## src/rtl/bit_serializer_if.sv

```systemverilog
// -----------------------------------------------------------------------------
// bit_serializer_if
//   Handshake bundle between a word producer, the bit_serializer and the
//   downstream single-bit consumer.
//
//   data_in    [WIDTH] producer -> serializer : word to serialize
//   load_valid        producer -> serializer : data_in is valid
//   load_ready        serializer -> producer : a word can be accepted
//   shift_en          consumer -> serializer : current bit consumed this cycle
//   bit_out           serializer -> consumer : current serial bit (0 when idle)
//   bit_valid         serializer -> consumer : bit_out is meaningful
//   word_done         serializer -> consumer : pulse after a word's last bit
//
//   master : drives the inputs of the serializer (producer/consumer side)
//   slave  : the serializer itself
// -----------------------------------------------------------------------------
interface bit_serializer_if #(
  parameter int WIDTH = 8
) ();

  logic [WIDTH-1:0] data_in;
  logic             load_valid;
  logic             load_ready;
  logic             shift_en;
  logic             bit_out;
  logic             bit_valid;
  logic             word_done;

  modport master (
    output data_in, load_valid, shift_en,
    input  load_ready, bit_out, bit_valid, word_done
  );

  modport slave (
    input  data_in, load_valid, shift_en,
    output load_ready, bit_out, bit_valid, word_done
  );

endinterface

```

## src/rtl/bit_serializer.sv

```systemverilog
// -----------------------------------------------------------------------------
// bit_serializer
//   Parallel-to-serial stage. Accepts WIDTH-bit words over a valid/ready
//   handshake and emits them one bit per enabled cycle. A one-word holding
//   register lets the next word queue while the current one shifts, so
//   consecutive words stream without idle bit slots.
//
//   Parameters
//     WIDTH      bits per word (>= 2)
//     MSB_FIRST  1: bit WIDTH-1 leaves first, 0: bit 0 leaves first
//
//   Ports
//     clk   rising-edge clock
//     rst   asynchronous active-low reset
//     bus   bit_serializer_if.slave handshake bundle
// -----------------------------------------------------------------------------
module bit_serializer #(
  parameter int WIDTH     = 8,
  parameter bit MSB_FIRST = 1'b1
) (
  input  logic                  clk,
  input  logic                  rst,
  bit_serializer_if.slave       bus
);

  localparam int CW = (WIDTH > 1) ? $clog2(WIDTH) : 1;
  localparam logic [CW-1:0] LAST_IDX = CW'(WIDTH - 1);

  typedef enum logic {
    IDLE  = 1'b0,
    SHIFT = 1'b1
  } state_t;

  state_t           r_state;
  state_t           w_state_nxt;
  logic [WIDTH-1:0] r_sreg;
  logic [WIDTH-1:0] r_hold;
  logic [CW-1:0]    r_cnt;
  logic             r_hold_full;
  logic             r_word_done;

  logic             w_in_shift;
  logic             w_accept;
  logic             w_consume;
  logic             w_last;
  logic [WIDTH-1:0] w_shifted;

  assign w_in_shift = (r_state == SHIFT);
  assign w_accept   = bus.load_valid & ~r_hold_full;
  assign w_consume  = w_in_shift & bus.shift_en;
  assign w_last     = w_consume & (r_cnt == LAST_IDX);

  // Move the next bit into the output position, zero fill from the far end.
  assign w_shifted = MSB_FIRST ? {r_sreg[WIDTH-2:0], 1'b0}
                               : {1'b0, r_sreg[WIDTH-1:1]};

  assign bus.load_ready = ~r_hold_full;
  assign bus.bit_valid  = w_in_shift;
  assign bus.bit_out    = w_in_shift & (MSB_FIRST ? r_sreg[WIDTH-1] : r_sreg[0]);
  assign bus.word_done  = r_word_done;

  // ---------------------------------------------------------------------------
  // State register
  // ---------------------------------------------------------------------------
  // NOTE: state elements use non-blocking assignments so every register sees
  // the pre-edge values of its neighbours, independent of block ordering.
  always_ff @(posedge clk or negedge rst) begin
    if (!rst) r_state <= IDLE;
    else      r_state <= w_state_nxt;
  end

  // ---------------------------------------------------------------------------
  // Next-state logic
  // ---------------------------------------------------------------------------
  // NOTE: the default assignment first guarantees every path drives
  // w_state_nxt, so no latch is inferred.
  always_comb begin
    w_state_nxt = r_state;
    unique case (r_state)
      IDLE:  if (w_accept) w_state_nxt = SHIFT;
      SHIFT: if (w_last && !r_hold_full && !w_accept) w_state_nxt = IDLE;
      default: w_state_nxt = IDLE;
    endcase
  end

  // ---------------------------------------------------------------------------
  // Datapath: shift register, bit counter, holding register
  // ---------------------------------------------------------------------------
  always_ff @(posedge clk or negedge rst) begin
    if (!rst) begin
      r_sreg      <= '0;
      r_hold      <= '0;
      r_cnt       <= '0;
      r_hold_full <= 1'b0;
      r_word_done <= 1'b0;
    end else begin
      r_word_done <= w_last;

      if (!w_in_shift) begin
        if (w_accept) begin
          r_sreg <= bus.data_in;
          r_cnt  <= '0;
        end
      end else if (w_last) begin
        // A queued word has priority; load_ready is low, so no accept races it.
        if (r_hold_full) begin
          r_sreg      <= r_hold;
          r_cnt       <= '0;
          r_hold_full <= 1'b0;
        end else if (w_accept) begin
          // Bypass the empty holding register straight into the shifter.
          r_sreg <= bus.data_in;
          r_cnt  <= '0;
        end
      end else begin
        if (w_consume) begin
          r_sreg <= w_shifted;
          r_cnt  <= r_cnt + CW'(1);
        end
        if (w_accept) begin
          r_hold      <= bus.data_in;
          r_hold_full <= 1'b1;
        end
      end
    end
  end

endmodule

```

## src/flat_wrapper.sv

```systemverilog
// flat-port wrapper written by rule: the top's interface ports become plain ports
module bit_serializer_flat 
#(
  parameter int WIDTH     = 8,
  parameter bit MSB_FIRST = 1'b1
)
  (clk, rst, bus_data_in, bus_load_valid, bus_shift_en, bus_load_ready, bus_bit_out, bus_bit_valid, bus_word_done);
  bit_serializer_if #(.WIDTH(WIDTH)) bus_i ();
  input  logic clk;
  input  logic rst;
  input wire logic [$bits(bus_i.data_in)-1:0] bus_data_in;
  input wire logic [$bits(bus_i.load_valid)-1:0] bus_load_valid;
  input wire logic [$bits(bus_i.shift_en)-1:0] bus_shift_en;
  output wire logic [$bits(bus_i.load_ready)-1:0] bus_load_ready;
  output wire logic [$bits(bus_i.bit_out)-1:0] bus_bit_out;
  output wire logic [$bits(bus_i.bit_valid)-1:0] bus_bit_valid;
  output wire logic [$bits(bus_i.word_done)-1:0] bus_word_done;
  assign bus_i.data_in = bus_data_in;
  assign bus_i.load_valid = bus_load_valid;
  assign bus_i.shift_en = bus_shift_en;
  assign bus_load_ready = bus_i.load_ready;
  assign bus_bit_out = bus_i.bit_out;
  assign bus_bit_valid = bus_i.bit_valid;
  assign bus_word_done = bus_i.word_done;
  bit_serializer #(.WIDTH(WIDTH), .MSB_FIRST(MSB_FIRST)) u_core (.clk(clk), .rst(rst), .bus(bus_i));
endmodule
```

## config.mk

```make
export PLATFORM = sky130hd
export DESIGN_NAME = bit_serializer_flat
export DESIGN_NICKNAME = d
export VERILOG_FILES = /design/src/rtl/bit_serializer_if.sv /design/src/rtl/bit_serializer.sv /design/src/flat_wrapper.sv
export SDC_FILE = /design/constraint.sdc
export NUM_CORES = 1
export LEC_CHECK = 0
export CORE_ASPECT_RATIO = 1.25
export CORE_MARGIN = 2
export CORE_UTILIZATION = 50
export DETAILED_ROUTE_END_ITERATION = 10
export DONT_BUFFER_PORTS = 1
export GPL_ROUTABILITY_DRIVEN = 0
export HOLD_SLACK_MARGIN = 0.1
export SLEW_MARGIN = 20
export SYNTH_ARGS = -nofsm -noshare
export SYNTH_HDL_FRONTEND = slang
export SYNTH_SLANG_ARGS = --single-unit
```

## constraint.sdc

```tcl
create_clock -name clk -period 2.1 [get_ports clk]
set_input_delay 0.42 -clock clk [delete_from_list [all_inputs] [get_ports clk]]
set_output_delay 0.42 -clock clk [all_outputs]
set_load 0.05 [all_outputs]
```

==> impl_results.md, run 1 <==
* Yosys Warn Count at 0
* Highest-count cells in the layout ignoring fill and taps: dfrtp_1, nand2_1, mux2i_1
* Per-cell routed wire length at 17.9 µm
* P_leak at 0.550 nW
* Fin crit period at 1740 ps
* Via Count at 820
* Global-route wire length before repair at 4200 µm
* 1st-pass router iterations at 4
* Worst hold slack at 204 ps
* Worst EP arrival at 1940 ps
* Crit Path Class: flip-flop to flip-flop
* Setup-failing EPs final at 0
* Critical Path Sink Type: flip-flop
* Vias in the first global route at 873
* Die area at between 2000 and 3000 µm²
* Row cnt at 19
* Worst Path Max Fanout at 7
* Routed Wire Length at 2510 µm
* RSZ-0062 raised after global routing: false
* Startpoint Class: flip-flop
* Die W at 47.5 µm
* DIE HEIGHT at 58.3 µm
* Mapped Area at roughly 1200 µm²
* Routed Antenna Nets at 0
* Synthesized area per cell at 11.4 µm²
* R2R depth at 6
* WP data required at 2300 ps
* Max Freq at approximately 570 MHz
* Clock sink count at 22
* DP HPWL at 1670 µm
* N_diodes at 0
* Gr ovfl total at 0
* Final Util at 0.567
* Antenna violations before repair at 0
* Final setup margin at 360 ps
* P&R area growth vs syn at 6.14%
* Final Skew at 3.59 ps
* Fillers at 193
* Status: finished clean
* Placed Area at around 1200 µm²
* Design Area, Final at around 1300 µm²
* Clock latency on the worst-skew pair at 300 ps
* Hold path depth at 1
* Most common cell after layout, fill and taps aside: dfrtp_1
* IO buf count at 0
* Sequential share of the synthesized area at 0.466
* Num CTS Buffers at 3
* Reg clk slew, reported paths at 110 ps
* Post-CTS Hold Buffers at 1
* First-iteration detailed-routing DRC count at 13
* Fin nets at 125
* # DRC at 0
* Final hold violation count at 0
* Root buffer cell: clkbuf_4
* CTS Buffer Depth at 2
* # IOs at 16
* Slew Limit Fails at 0
* Initial Util at 0.534
* Unique masters post-synth at 31
* Max cap viols at 0
* Register bit count reported by yosys at 22
* Relative slew slack at 0.649
* GRT Overall Usage at 0.223
* PwrDens at 1320 nW/µm²
* Worst VDD drop at a little under 0.9 mV
* CTS tree: yes
* Core area at between 2000 and 2500 µm²
* Fin Setup TNS at 0 ps
* CTS H-tree lvls at 1
* Setup WS pre-CTS at between 300 and 400 ps
* Share of cells above drive strength 1 at 0.202
* Tightest Pin Transition at between 500 and 600 ps
* Part of the cycle the worst path needs at 0.829
* Post-Synthesis Net Count at 118
* Vias per cell at 5.86
* Setup bufs post-CTS at 0
* Hold Crit Class: input pin to flip-flop
* Largest net degree at the start of global routing at 23
* Cts repair resizes at 0
* Mapped Cells at around 100
==> final timing paths <==
path	slack, ps	startpoint	end
worst max register to register	360	u_core.r_cnt[0]	u_core.r_hold[2]
worst min-delay path	200	bus_shift_en	u_core.r_cnt[2]
min in group asynchronous	610	rst	u_core.r_cnt[0]
worst max-delay path	360	u_core.r_cnt[0]	u_core.r_hold[2]
worst min register to register	490	u_core.r_cnt[0]	u_core.r_cnt[0]
max in group asynchronous	1150	rst	u_core.r_sreg[4]
==> state kept, by name (all words and copies together), names as in the netlist <==
| name | cells |
|---|---|
| u_core.bus.word_done | 1 |
| u_core.r_sreg | 8 |
| u_core.r_cnt | 3 |
| u_core.r_hold_full | 1 |
| u_core.r_hold | 8 |
| u_core.bus.bit_valid | 1 |
==> layer usage <==
metal / vias to the layer above / track usage / routed length, µm
li1: 388 / - / -
met1: 399 / 0.300 / 1060
met2: 27 / 0.326 / 1260
met3: 6 / 0.0399 / 119
met4: 0 / 0.135 / 72
met5: - / 0 / 0
==> critical path, stage by stage (launching register included) <==
cell and delay [ps]:
dfrtp_1 410, ha_1 210, ha_1 280, nand2_2 100, and3_1 170, buf_4 170
mux2_4 300
==> cell type report <==
| class | instances | area [µm²] | share of cell area |
|---|---|---|---|
| clock buffer | 3 | 22.5 | 0.0180 |
| timing repair buffer | 8 | 60.1 | 0.0479 |
| tap | 31 | 38.8 | 0.0309 |
| inverter | 5 | 18.8 | 0.0150 |
| sequential | 22 | 551 | 0.439 |
| multi-input combinational | 71 | 563 | 0.449 |
==> power by group <==
group / switching [mW] / total [mW] / internal [mW] / leakage [nW]
combinational: 0.358 / 0.728 / 0.370 / 0.262
sequential: 0.139 / 0.737 / 0.598 / 0.274
clock: 0.122 / 0.189 / 0.0670 / 0.0138
total: 0.618 / 1.65 / 1.04 / 0.550
==> synthesized netlist by cell type <==
master,n,area (µm²)
nor2b_1,8,50.1
inv_1,3,11.3
nand3_1,1,5.00
o21ai_0,1,5.00
dfrtp_1,22,551
a21oi_1,1,5.00
or2_2,1,6.26
clkinv_1,1,3.75
o221ai_1,8,70.1
nand2_1,11,41.3
o22ai_1,1,6.26
a221oi_1,1,8.76
clkbuf_1,1,3.75
and3_1,1,6.26
a31oi_2,1,12.5
nand2_2,1,6.26
mux2i_1,9,90.1
and3b_1,1,8.76
mux2_4,8,120
nand2b_1,1,6.26
or3b_1,1,8.76
ha_1,2,25.0
nor2_1,2,7.51
and4_1,1,8.76
a22oi_1,1,7.51
buf_6,2,22.5
inv_2,1,3.75
a31oi_1,7,43.8
o21bai_1,1,7.51
and2_1,1,6.26
buf_4,3,22.5
==> through the flow <==
step,cells,power (mW)
after floorplan,104,1.31
after global placement,135,1.44
after detailed placement,135,1.46
after CTS,139,1.67
after global routing,140,1.77
final,140,1.65
==> kinds of logic (layout without fill, tap and decap cells) <==
logic type,count (synthesis),after routing,share of synthesized area
AOI/OAI and AO/OA,22,22,0.141
adders and majority gates,2,2,0.0212
buffers and inverters,11,16,0.0572
DFF,22,22,0.466
muxes,17,17,0.178
and+or+nand+nor,30,30,0.137
No activity file was read; power rests on OpenSTA's default activity.
==> run 2, diff against run 1 <==
--- a/config.mk
+++ b/config.mk
@@ -12,6 +12,7 @@
 export DONT_BUFFER_PORTS = 1
 export GPL_ROUTABILITY_DRIVEN = 0
 export HOLD_SLACK_MARGIN = 0.1
+export PLACE_DENSITY = 0.68
 export SLEW_MARGIN = 20
 export SYNTH_ARGS = -nofsm -noshare
 export SYNTH_HDL_FRONTEND = slang
==> constraint.sdc (replaced) <==
create_clock -name clk -period 1.52 [get_ports clk]
set_input_delay 0.304 -clock clk [delete_from_list [all_inputs] [get_ports clk]]
set_output_delay 0.304 -clock clk [all_outputs]
set_load 0.05 [all_outputs]
==> impl_results.md, run 2 (same netlist as run 1, synthesis figures left out) <==
* Status: complete, but fails checks
* Failing checks: negative setup slack
* GRT Overall Usage at 0.218
* Fin nets at 136
* Global-route wire length before repair at 4270 µm
* Largest net degree at the start of global routing at 23
* Worst path bufs/invs at 1
* CTS H-tree lvls at 1
* Root buffer cell: clkbuf_4
* Clock latency on the worst-skew pair at around 310 ps
* P&R area growth vs syn at 21.7%
* Worst Path Max Fanout at 3
* Reg clk slew, reported paths at 120 ps
* RSZ-0062 raised after global routing: true
* Final setup margin at -45.1 ps
* Cells along the critical path: ha_2 > ha_4 > nand2_2 > and3_4 > buf_6 > mux2_4
* Core area at around 2200 µm²
* # IOs at 16
* Hold path depth at 1
* Hold Crit Class: input pin to flip-flop
* DP HPWL at 1770 µm
* Worst VDD drop at 1.16 mV
* PwrDens at 1840 nW/µm²
* Share of cells above drive strength 1 at 0.347
* Crit-path max cell delay at 410 ps
* Startpoint Class: flip-flop
* Tot Pwr at 2.64 mW
* Relative slew slack at 0.671
* Initial Util at 0.534
* Final Skew at 2.62 ps
* Worst hold slack at 128 ps
* Critical Path Sink Type: flip-flop
* Routed Wire Length at 2560 µm
* DIE HEIGHT at 58.3 µm
* Die area at between 2000 and 3000 µm²
* Num CTS Buffers at 3
* Slew Limit Fails at 0
* Row cnt at 19
* # DRC at 0
* Vias per cell at 5.84
* Hold endpoint: u_core.r_hold[5]
* Worst hold start: bus_data_in[5]
* Final hold violation count at 0
* Crit-path leading delay family: flip-flops
* IO buf count at 0
* CP max-delay cell: dfrtp_1
* Max cap viols at 0
* Max Freq at 639 MHz
* Setup-failing EPs final at 8
* CTS tree: yes
* R2R Setup Slk at -50 ps
* P_leak at 0.616 nW
* Routed Antenna Nets at 0
* Worst EP arrival at 1770 ps
* Vias in the first global route at 940
* Reg2Reg Capture Point: u_core.r_hold[2]
* CTS Buffer Depth at 2
* Highest-count cells in the layout ignoring fill and taps: dfrtp_1, nand2_1, mux2i_1, buf_4
* Tightest Pin Transition at a little under 500 ps
* First-iteration detailed-routing DRC count at 29
* Crit Path Class: flip-flop to flip-flop
* Clock sink count at 22
* Fin crit period at 1570 ps
* Placed Area at 1330 µm²
* WP data required at 1730 ps
* Reg2reg start: u_core.r_cnt[1]
* Design Area, Final at 1440 µm²
* Die W at 47.5 µm
* Per-cell routed wire length at 16.8 µm
* Most common cell after layout, fill and taps aside: dfrtp_1
* R2R depth at 6
* Gr ovfl total at 0
* Largest regs: u_core.r_hold (8), u_core.r_sreg (8), u_core.r_cnt (3)
* Antenna violations before repair at 0
* Via Count at 888
* 1st-pass router iterations at 4
* Part of the cycle the worst path needs at 1.03
* N_diodes at 0
==> run 2: cell count changes in the layout (fill, tap and decap cells not counted), sizes merged <==
cell,delta
clkbuf,+1
dlygate4sd3,+1
buf,+10
==> run 2: stage by stage <==
stage	worst slack [ps]	setup TNS, ps	utilization	instances
final	-45.1	-252	0.650	152
after global routing	-75.7	-594	0.650	152
after CTS	-30.2	-200	0.634	151
after detailed placement	-36.6	-222	0.599	144
after global placement	-31.4	-169	0.599	144
after floorplan	5.86	0	-	104
==> run 2: cell type report <==
class	instances	area, µm²
inverters	5	20.0
clock buffers	4	36.3
flip-flops and latches	22	552
repair buffers	19	189
well taps	31	38.8
multi-input cells	71	602
fillers	175	773
==> run 2: report_power, final <==
part / switching (mW) / internal [mW] / total, mW
clock network: 0.179 / 0.146 / 0.325
registers: 0.180 / 0.828 / 1.01
logic: 0.580 / 0.726 / 1.31
total: 0.938 / 1.70 / 2.64
==> run 2: worst max path at each step <==
| stage | from | endpoint | slack [ps] | cells after the start |
|---|---|---|---|---|
| 6_report | u_core.r_cnt[1] | u_core.r_hold[2] | -50 | 6 |
| 5_1_grt | u_core.r_cnt[1] | u_core.r_hold[2] | -80 | 6 |
| 4_1_cts | u_core.r_cnt[0] | u_core.r_hold[3] | -30 | 6 |
| 3_5_place_dp | u_core.r_cnt[0] | u_core.r_hold[2] | -40 | 6 |
| 3_3_place_gp | u_core.r_cnt[0] | u_core.r_hold[2] | -30 | 6 |
| 2_1_floorplan | u_core.r_cnt[0] | u_core.r_hold[0] | 6 | 6 |
==> run 2: what timing repair did <==
action / 4_1_cts / 5_1_grt
pin swaps: 0 / 3
setup endpoints to repair: 11 / 19
gates resized for setup: 4 / 9
setup buffers: 1 / 0
hold buffers: 2 / 1
hold endpoints to repair: 23 / 22
==> run 2: metal layers <==
layer  GRT usage  vias to the layer above  part of all wire
met5           0                        -                 0
met4      0.0952                        0             0.027
met3      0.0368                        7             0.033
met2       0.344                       19              0.49
met1       0.288                      447              0.45
li1            -                      415                 -
